## config.mk

```make
export PLATFORM = sky130hd
export DESIGN_NAME = attn_seq_ctrl
export DESIGN_NICKNAME = d
export VERILOG_FILES = /design/src/rtl/attn_pkg.sv /design/src/rtl/seq_cnt.sv /design/src/rtl/attn_seq_ctrl.sv
export SDC_FILE = /design/constraint.sdc
export NUM_CORES = 1
export LEC_CHECK = 0
export ABC_AREA = 1
export BUFFER_PORTS_ARGS = -buffer_cell sky130_fd_sc_hd__buf_2
export CAP_MARGIN = 20
export CELL_PAD_IN_SITES_DETAIL_PLACEMENT = 1
export CELL_PAD_IN_SITES_GLOBAL_PLACEMENT = 1
export CORE_MARGIN = 5
export CORE_UTILIZATION = 25
export CTS_BUF_LIST = sky130_fd_sc_hd__clkbuf_4 sky130_fd_sc_hd__clkbuf_8
export DETAILED_ROUTE_END_ITERATION = 12
export PLACE_DENSITY_LB_ADDON = 0.08
export SLEW_MARGIN = 25
export SYNTH_ARGS = -nofsm -noshare
export SYNTH_HDL_FRONTEND = slang
export SYNTH_SLANG_ARGS = --single-unit
export TNS_END_PERCENT = 30
```

## constraint.sdc

```tcl
create_clock -name clk -period 1.95 [get_ports clk]
set_input_delay 0.195 -clock clk [delete_from_list [all_inputs] [get_ports clk]]
set_output_delay 0.195 -clock clk [all_outputs]
set_load 0.02 [all_outputs]
```

## src/rtl/attn_pkg.sv

```systemverilog
// Shared definitions for the attention sequencer: instruction bit map,
// counter width and the controller state encoding.
package attn_pkg;

    localparam int INST_W = 19;
    localparam int CNT_W  = 4;

    localparam int BIT_QMEM_WR  = 0;
    localparam int BIT_QMEM_RD  = 1;
    localparam int BIT_KMEM_WR  = 2;
    localparam int BIT_KMEM_RD  = 3;
    localparam int BIT_LOAD     = 4;
    localparam int BIT_EXECUTE  = 5;
    localparam int BIT_OFIFO_RD = 6;
    localparam int BIT_PMEM_WR  = 7;
    localparam int BIT_PMEM_RD  = 8;
    localparam int BIT_NORM     = 9;
    localparam int QK_ADDR_LSB  = 11;
    localparam int P_ADDR_LSB   = 15;

    typedef enum logic [3:0] {
        IDLE, WR_Q, WR_K, LOAD, GAP, EXEC, DRAIN, OUT, NORM, FIN
    } state_e;

endpackage

```

## src/rtl/seq_cnt.sv

```systemverilog
// Step counter shared by all sequencer phases; saturates at its terminal
// value so a missed clear can never wrap an address.
module seq_cnt
    import attn_pkg::*;
(
    input  logic             clk,
    input  logic             reset,
    input  logic             clr,
    input  logic             en,
    input  logic [CNT_W-1:0] term,
    output logic [CNT_W-1:0] cnt,
    output logic             tc
);

    logic [CNT_W-1:0] cnt_q, cnt_d;

    assign tc  = (cnt_q == term);
    assign cnt = cnt_q;

    always_comb begin
        cnt_d = cnt_q;
        if (clr) begin
            cnt_d = '0;
        end else if (en && !tc) begin
            cnt_d = cnt_q + 1'b1;
        end
    end

    always_ff @(posedge clk) begin
        if (reset) begin
            cnt_q <= '0;
        end else begin
            cnt_q <= cnt_d;
        end
    end

endmodule

```

## src/rtl/attn_seq_ctrl.sv

```systemverilog
// Q.K pass sequencer: streams host vectors into q/k memories, then walks the
// core through load, execute, drain, psum store and normalize.
//
// state | meaning
// IDLE  | waiting for start; num_q==0 pulses err
// WR_Q  | accept nq Q rows from host into qmem
// WR_K  | accept col K rows from host into kmem
// LOAD  | col cycles of kmem_rd|load into the array
// GAP   | one bubble between load and execute
// EXEC  | nq cycles of qmem_rd|execute
// DRAIN | DRAIN_CYC idle cycles for the array pipeline to empty
// OUT   | nq cycles of ofifo_rd|pmem_wr
// NORM  | nq cycles of pmem_rd|norm
// FIN   | done pulse, back to IDLE
module attn_seq_ctrl
    import attn_pkg::*;
#(
    parameter int col       = 8,
    parameter int bw        = 8,
    parameter int pr        = 16,
    parameter int DRAIN_CYC = 10
) (
    input  logic              clk,
    input  logic              reset,
    input  logic              start,
    input  logic [3:0]        num_q,
    input  logic [pr*bw-1:0]  in_data,
    input  logic              in_valid,
    output logic              in_ready,
    output logic [pr*bw-1:0]  mem_in,
    output logic [INST_W-1:0] inst,
    output logic              busy,
    output logic              done,
    output logic              err
);

    localparam logic [CNT_W-1:0] COL_TC   = CNT_W'(col - 1);
    localparam logic [CNT_W-1:0] DRAIN_TC = CNT_W'(DRAIN_CYC - 1);

    state_e             state_q, state_d;
    logic [3:0]         nq_q, nq_d;
    logic [INST_W-1:0]  inst_q, inst_d;
    logic [pr*bw-1:0]   mem_in_q, mem_in_d;
    logic               in_ready_q, in_ready_d;
    logic               busy_q, busy_d;
    logic               done_q, done_d;
    logic               err_q, err_d;

    logic               cnt_clr, cnt_en, cnt_tc, accept;
    logic [CNT_W-1:0]   cnt, term;
    logic [CNT_W-1:0]   nq_tc;

    seq_cnt u_cnt (
        .clk   (clk),
        .reset (reset),
        .clr   (cnt_clr),
        .en    (cnt_en),
        .term  (term),
        .cnt   (cnt),
        .tc    (cnt_tc)
    );

    assign accept = in_valid && in_ready_q;
    assign nq_tc  = nq_q - 4'd1;

    always_comb begin
        state_d  = state_q;
        nq_d     = nq_q;
        inst_d   = '0;
        mem_in_d = '0;
        done_d   = 1'b0;
        err_d    = 1'b0;
        cnt_en   = 1'b1;
        term     = '0;
        unique case (state_q)
            IDLE: begin
                cnt_en = 1'b0;
                if (start) begin
                    if (num_q != 4'd0) begin
                        nq_d    = num_q;
                        state_d = WR_Q;
                    end else begin
                        err_d = 1'b1;
                    end
                end
            end
            WR_Q, WR_K: begin
                term   = (state_q == WR_Q) ? nq_tc : COL_TC;
                cnt_en = accept;
                if (accept) begin
                    inst_d[(state_q == WR_Q) ? BIT_QMEM_WR : BIT_KMEM_WR] = 1'b1;
                    inst_d[QK_ADDR_LSB +: CNT_W] = cnt;
                    mem_in_d = in_data;
                    if (cnt_tc) state_d = (state_q == WR_Q) ? WR_K : LOAD;
                end
            end
            LOAD: begin
                term = COL_TC;
                inst_d[BIT_KMEM_RD] = 1'b1;
                inst_d[BIT_LOAD]    = 1'b1;
                inst_d[QK_ADDR_LSB +: CNT_W] = cnt;
                if (cnt_tc) state_d = GAP;
            end
            GAP: state_d = EXEC;
            EXEC: begin
                term = nq_tc;
                inst_d[BIT_QMEM_RD] = 1'b1;
                inst_d[BIT_EXECUTE] = 1'b1;
                inst_d[QK_ADDR_LSB +: CNT_W] = cnt;
                if (cnt_tc) state_d = DRAIN;
            end
            DRAIN: begin
                term = DRAIN_TC;
                if (cnt_tc) state_d = OUT;
            end
            OUT: begin
                term = nq_tc;
                inst_d[BIT_OFIFO_RD] = 1'b1;
                inst_d[BIT_PMEM_WR]  = 1'b1;
                inst_d[P_ADDR_LSB +: CNT_W] = cnt;
                if (cnt_tc) state_d = NORM;
            end
            NORM: begin
                term = nq_tc;
                inst_d[BIT_PMEM_RD] = 1'b1;
                inst_d[BIT_NORM]    = 1'b1;
                inst_d[P_ADDR_LSB +: CNT_W] = cnt;
                if (cnt_tc) state_d = FIN;
            end
            FIN: begin
                done_d  = 1'b1;
                state_d = IDLE;
            end
            default: state_d = IDLE;
        endcase
        cnt_clr    = (state_d != state_q);
        in_ready_d = (state_d == WR_Q) || (state_d == WR_K);
        busy_d     = (state_q != IDLE);
    end

    // Outputs describe the action of the current state, so they trail state_q
    // by one edge; busy and done trail identically and stay aligned with inst.
    always_ff @(posedge clk) begin
        if (reset) begin
            state_q    <= IDLE;
            nq_q       <= '0;
            inst_q     <= '0;
            mem_in_q   <= '0;
            in_ready_q <= 1'b0;
            busy_q     <= 1'b0;
            done_q     <= 1'b0;
            err_q      <= 1'b0;
        end else begin
            state_q    <= state_d;
            nq_q       <= nq_d;
            inst_q     <= inst_d;
            mem_in_q   <= mem_in_d;
            in_ready_q <= in_ready_d;
            busy_q     <= busy_d;
            done_q     <= done_d;
            err_q      <= err_d;
        end
    end

    assign inst     = inst_q;
    assign mem_in   = mem_in_q;
    assign in_ready = in_ready_q;
    assign busy     = busy_q;
    assign done     = done_q;
    assign err      = err_q;

endmodule

```

# ---- Yosys cells after proc, flatten, opt, wreduce, memory -nomap -nowiden
# Index checks and enable logic that the tools add are counted.
dict set report word_totals {
  elab_cells 74
  inputBits 136
  register_bits 163
  out_inout_bits 151
}
dict set report op_classes {
  n_bitwise 4
  order_cmp 2
  addsub 2
  mux 27
  n_reduce_logical 16
  eq_ne 13
}
# operator count
set op_table {}
lappend op_table {{4-bit two-way mux} 10}
lappend op_table {{4-bit case mux with 8 select lines} 1}
lappend op_table {{19-bit two-way mux} 1}
lappend op_table {{4-bit by 3-bit equality test with 1-bit output (second input constant)} 4}
lappend op_table {{4-bit case mux with 2 select lines} 2}
lappend op_table {{4-bit case mux with 4 select lines} 1}
lappend op_table {{4-bit by 2-bit equality test with 1-bit output (second input constant)} 3}
lappend op_table {{2-bit case mux with 2 select lines} 3}
lappend op_table {{3-bit OR reduction} 3}
lappend op_table {{4-bit by 1-bit equality test with 1-bit output (second input constant)} 2}
lappend op_table {{4-bit equality test (second input constant)} 2}
lappend op_table {{4-bit nonzero test} 2}
lappend op_table {{2-bit OR reduction} 4}
lappend op_table {{2-bit by 6-bit less-than comparator with 1-bit output (second input constant)} 1}
lappend op_table {{1-bit case mux with 2 select lines} 3}
lappend op_table {{1-bit demux with 5-bit select} 1}
lappend op_table {{4-bit by 1-bit adder with 4-bit output (second input constant)} 1}
lappend op_table {{4-bit equality test} 1}
lappend op_table {{4-bit logical NOT} 1}
lappend op_table {{1-bit two-way mux} 4}
lappend op_table {{4-bit inequality test} 1}
lappend op_table {{1-bit inverter} 4}
lappend op_table {{4-bit by 1-bit subtractor with 4-bit output (second input constant)} 1}
lappend op_table {{1-bit logical AND} 3}
lappend op_table {{other kinds (5)} 5}

# ---- Longest topological paths before layout
dict set report depth {
  word_depth 9
  mapped_depth 18
  ltp_nobuf 18
}

# ---- By module
# From an unflattened synthesis, not the netlist that was laid out.
dict set report hier_totals {
  cells_unflattened 613
  area_unflattened_um2 5119.9
}
# module instances seq_area_each_um2 area_each_um2 cells_per_inst
set by_module_without_submodules {}
lappend by_module_without_submodules {attn_seq_ctrl 1 3083.0 4822.1 562}
lappend by_module_without_submodules {seq_cnt 1 80.1 297.8 51}

# ---- Worst setup path after synthesis
# Ideal clock, no wire load.
dict set report synth_path {
  path_kind {reg-to-reg}
  start {reg state_q[0]}
  end {reg in_ready_q, in the netlist in_ready}
  n_path_buf 0
  setup_slack_ns 0.273
  t_required_ns 1.838
  synth_period_minus_slack_ns 1.677
  stages_incl_launch_ff 16
  t_arrival_ns 1.565
  setup_ns 0.112
  path_cell_list {dfxtp_1 > inv_1 > nor2_2 > nand2_2 > nand3_4 > nand2_2 > nand3_1 > nand2_2 > nor2_4 > nand3_1 > nor2_1 > nor2_2 > nand2_1 > nand2_1 > nand2_1 > nor2_2}
}
dict set report synth_via {
  elab_chain_len 9
  elab_cells_between_ends 28
  classes_between {eq/ne (11); mux (13); reduce/logical (4)}
}
# item line
set synth_lines {}
lappend synth_lines {{start: declaration} attn_seq_ctrl.sv:40} ;# state_e state_q, state_d;
lappend synth_lines {{start signal: assignment} attn_seq_ctrl.sv:154} ;# state_q <= state_d;
lappend synth_lines {{4-bit equality test (tied with other cells)} attn_seq_ctrl.sv:75} ;# unique case (state_q)
lappend synth_lines {{3-bit OR reduction (no line) (tied with other cells)} -}
lappend synth_lines {{4-bit case mux with 4 select lines} attn_seq_ctrl.sv:75}
lappend synth_lines {{4-bit equality test} seq_cnt.sv:17} ;# assign tc = (cnt_q == term);
lappend synth_lines {{4-bit two-way mux} attn_seq_ctrl.sv:94} ;# if (cnt_tc) state_d = (state_q == WR_Q) ? WR_K : LOAD;
lappend synth_lines {{4-bit two-way mux} attn_seq_ctrl.sv:90} ;# if (accept) begin
lappend synth_lines {{4-bit case mux with 8 select lines (*)} attn_seq_ctrl.sv:75}
lappend synth_lines {{4-bit by 1-bit equality test with 1-bit output / 4-bit by 2-bit equality test with 1-bit output (equally long branches)} attn_seq_ctrl.sv:137} ;# in_ready_d = (state_d == WR_Q) || (state_d == WR_K);
lappend synth_lines {{1-bit logical OR (*)} attn_seq_ctrl.sv:137}
lappend synth_lines {{end signal: assignment} attn_seq_ctrl.sv:158} ;# in_ready_q <= in_ready_d;
lappend synth_lines {{end: declaration} attn_seq_ctrl.sv:44} ;# logic in_ready_q, in_ready_d;
# Every way passes the cells marked *; elsewhere a longest branch is shown, timed or not.
# A chain may end at the register's enable or synchronous reset.

# ---- Worst setup path in the final report
dict set report layout_path {
  start {reg state_q[0]}
  end {reg u_cnt.cnt_q[2], in the netlist u_cnt.cnt[2]}
}
dict set report layout_via {
  elab_chain_len 9
  elab_cells_between_ends 30
  classes_between {eq/ne (10); mux (14); reduce/logical (6)}
}
# item line
set layout_lines {}
lappend layout_lines {{4-bit equality test (tied with other cells)} attn_seq_ctrl.sv:75}
lappend layout_lines {{3-bit OR reduction (no line) (tied with other cells)} -}
lappend layout_lines {{4-bit case mux with 4 select lines} attn_seq_ctrl.sv:75}
lappend layout_lines {{4-bit equality test} seq_cnt.sv:17}
lappend layout_lines {{4-bit two-way mux} attn_seq_ctrl.sv:94}
lappend layout_lines {{4-bit two-way mux} attn_seq_ctrl.sv:90}
lappend layout_lines {{4-bit case mux with 8 select lines} attn_seq_ctrl.sv:75}
lappend layout_lines {{4-bit inequality test} attn_seq_ctrl.sv:136} ;# cnt_clr = (state_d != state_q);
lappend layout_lines {{2-bit OR reduction (no line)} -}
lappend layout_lines {{end signal: assignment} seq_cnt.sv:33} ;# cnt_q <= cnt_d;
lappend layout_lines {{end: declaration} seq_cnt.sv:15} ;# logic [CNT_W-1:0] cnt_q, cnt_d;
# Parallel ways exist; a longest one is shown, timed or not.

==> reports/results.env <==
GRT_MAX_DEGREE=52
SETUP_REPAIR_AFTER_GLOBAL_ROUTING_MISSED_ITS_MARGIN='true'
HOLDPATHSTAGES=2
FINALWIRELENGTH_MM=19.4
DPL.CELL_COUNT=1153
WARNING_COUNT_FROM_THE_YOSYS_RUN=0
SYNTH_FF_TYPE='sky130_fd_sc_hd__dfxtp_1'
TYPE_OF_THE_MOST_CRITICAL_HOLD_PATH='primary input to register'
CRIT_PATH_TOP_DELAY_CELL='sky130_fd_sc_hd__dfxtp_4'
DRT_PRE_ANTENNA_ITERS=4
GRT_USAGE_PCT=16.3
DRTITER0DRC=153
SYNTH.FF_LATCH_COUNT=158
SYNTH_EDF_COUNT=0
TIGHTEST_HOLD_MARGIN_NS=0.0846
LAYOUT.FILLER_CELLS=2470
TRITONCTS='built'
FIN_SKEW_NS=0.0138
FINAL_LAYOUT_SIZE_SUFFIX_GT1_SHARE_PCT=36.7
PLACEABLE_CORE_REGION_MM2=0.0200
CRITICAL_PATH_ARRIVAL_NS=2.26
CTS.HTREE.LEVELS=4
CLKSLEWWORSTSETUPHOLDPATHS_NS=0.09
MOSTFREQUENTLAYOUTCELL='sky130_fd_sc_hd__buf_2'
CTS_NUM_SINKS=158
CTS_BUF_COUNT=17
AREA_OVERHEAD_VS_SYNTH_PCT=73.3
SYNTH_FP_NETS=748
FINAL-MAX-SLEW-VIOLATION-COUNT=0
POWER.LEAKAGE_nW=4.89
FINALHOLDVIOLCOUNT=0
TIMING.CRITICAL_PATH.TO_TYPE='register'
WORSTPATHCELLLIST='inv_4 -> nor2_4 -> nand2_4 -> nand3_4 -> nand2_2 -> nand3_2 -> nand2_2 -> nor2_4 -> nand2_8 -> nand2_4 -> nand4_1 -> nand4_4 -> nor2_1'
FLOORPLAN.ROWS=52
FP.DIEW_UM=152
IR_DROP_uV=376
SYNTH_AREA_MM2=0.00505
GRT_OVERFLOW=0
FIN_CELLS=1326
CTS.ROOT.BUFFER_CELL='sky130_fd_sc_hd__clkbuf_8'
WORST_SETUP_PATH_START_KIND='register'
ASYNC_RESET_FF_SHARE_PCT=0
FLOORPLAN.IO_PINS=287
FIN_CRIT_SH_PCT=98.4
RUN_STATUS='completed'
DIEHEIGHT_UM=152
LAYOUT_COMMON_CELLS='285 x sky130_fd_sc_hd__buf_2, 154 x sky130_fd_sc_hd__nor2_1, 151 x sky130_fd_sc_hd__inv_1, 151 x sky130_fd_sc_hd__dfxtp_1, 134 x sky130_fd_sc_hd__dlygate4sd3_1'
CLOCKBUFFERDEPTH=2
INSERTION_DELAY_TO_THE_LATER_SINK_OF_THE_WORST_SKEW_PAIR_NS=0.45
SETUP-TNS-FINAL_NS=0
ROUTED-VIA-COUNT=5169
PATH_CLASS='register to register'
DP_HPWL_MM=14.0
SYN-MEAN-INSTANCE-AREA_UM2=8.28
DETAIL_ROUTE.VIAS_PER_CELL=3.90
GLOBALPLACE.CONGESTION=0.856
FIN_NETS=1181
SYNTH-SEQ-AREA-SHARE_PCT=62.6
ANTENNA_VIOLATIONS_BEFORE_REPAIR=1
CP_MAX_FO=7
SETUP_VIOL=0
MIN_PERIOD_NS=1.92
CPPEAKSTAGEDELAY_NS=0.41
FF_TO_FF_PATH_DEPTH=13
IO_BUFFERS=285
TOTAL_POWER_DIVIDED_BY_CELL_AREA_mW_PER_MM2=716
CLOCK.FMAX_GHz=0.521
DIEAREA_MM2=0.0231
ROUTEDWLPERCELL_UM=14.6
VIA_COUNT_OF_THE_FIRST_GLOBAL_ROUTING_PASS=5513
MAX_CAP_VIOL_COUNT=0
REMAINING_DRCS=0
SYNTHESIZED_INSTANCE_COUNT=610
GRT_PASS1_WL_MM=30.0
FLOORPLAN.INITIALDENSITY_PCT=25.2
WORST_EP_REQUIRED_TIME_NS=2.30
YOSYSUNIQUECELLTYPES=28
DETAIL-ROUTE-ANTENNA-NETS=0
==> cells by family after synthesis <==
kind of cell | synth area share, %
simple gates | 21.1
buf+inv | 13.9
flops | 62.6
compound gates | 1.14
xor+xnor | 0.694
fa+ha+maj | 0.495
other cells | 0.0743
==> state kept, by name (all words and copies together), names as in the netlist, 4 cells and up <==
name       flops
state_q        4
nq_q           4
u_cnt.cnt      4
mem_in       128
inst          14
==> layout make-up <==
type | instances | area, um^2 | share of cell area (%)
Inverter | 159 | 609 | 6.96
Tap cell | 270 | 338 | 3.86
Clock inverter | 14 | 133 | 1.52
Antenna cell | 1 | 2.50 | 0.0286
Clock buffer | 17 | 234 | 2.67
Multi-Input combinational cell | 272 | 1350 | 15.4
Timing Repair Buffer | 435 | 2900 | 33.1
Sequential cell | 158 | 3180 | 36.4
==> stage by stage <==
| stage | utilization, % | setup WS (ns) | instance area (um^2) | total power [mW] |
|---|---|---|---|---|
| 2_1_floorplan | - | 0.273 | 5050 | 3.57 |
| 3_3_place_gp | 33.9 | -0.0150 | 6790 | 3.78 |
| 3_5_place_dp | 33.9 | -0.0488 | 6790 | 3.79 |
| 4_1_cts | 42.5 | 0.00101 | 8510 | 6.32 |
| 5_1_grt | 43.7 | -0.0955 | 8750 | 6.60 |
| 6_report | 43.7 | 0.0321 | 8750 | 6.26 |
==> routing by layer <==
| layer | vias up | wire length (um) | track usage, % |
|---|---|---|---|
| met2 | 177 | 10100 | 29.2 |
| met3 | 36 | 852 | 4.24 |
| met5 | - | 0 | 0 |
| met1 | 2374 | 7870 | 18.4 |
| met4 | 0 | 584 | 6.76 |
| li1 | 2582 | - | - |
==> cells in the mapped netlist (all sizes together), types with 2 or more instances <==
cell type  count  area (um^2)
a21oi          9         45.0
nor2         167          642
clkbuf         9         33.8
inv          159          597
nor3           6         30.0
buf           12         71.3
dfxtp        158         3160
xor2           4         35.0
nand2         59          249
ha             2         25.0
nand4          2         18.8
nand3         17          103
==> worst max-delay path, delay by kind of cell, from the launching register on <==
kind / cells / cell delay (ns)
AND/OR/NAND/NOR: 12 / 1.35
flip-flops: 1 / 0.41
buffers and inverters: 1 / 0.05
==> repair_timing <==
item,CTS,global route
endpoints found under the setup margin,5,120
buffers inserted,0,7
gates resized for setup,5,55
endpoints found under the hold margin,133,0
hold buffers,134,0
pin swaps,0,17
==> where the power goes <==
part | total, mW | switching, mW | leakage [nW] | internal (mW)
Combinational | 0.730 | 0.332 | 3.44 | 0.398
Clock | 2.26 | 1.34 | 0.177 | 0.919
Sequential | 3.27 | 0.0203 | 1.28 | 3.25
==> worst paths after layout <==
check             start  slack (ns)           end
max          state_q[0]        0.03  u_cnt.cnt[2]
min reg2reg     nq_q[3]        0.47       nq_q[3]
max reg2reg  state_q[0]        0.03  u_cnt.cnt[2]
min               reset        0.08    state_q[2]
No activity file was read; power rests on OpenSTA's default activity.
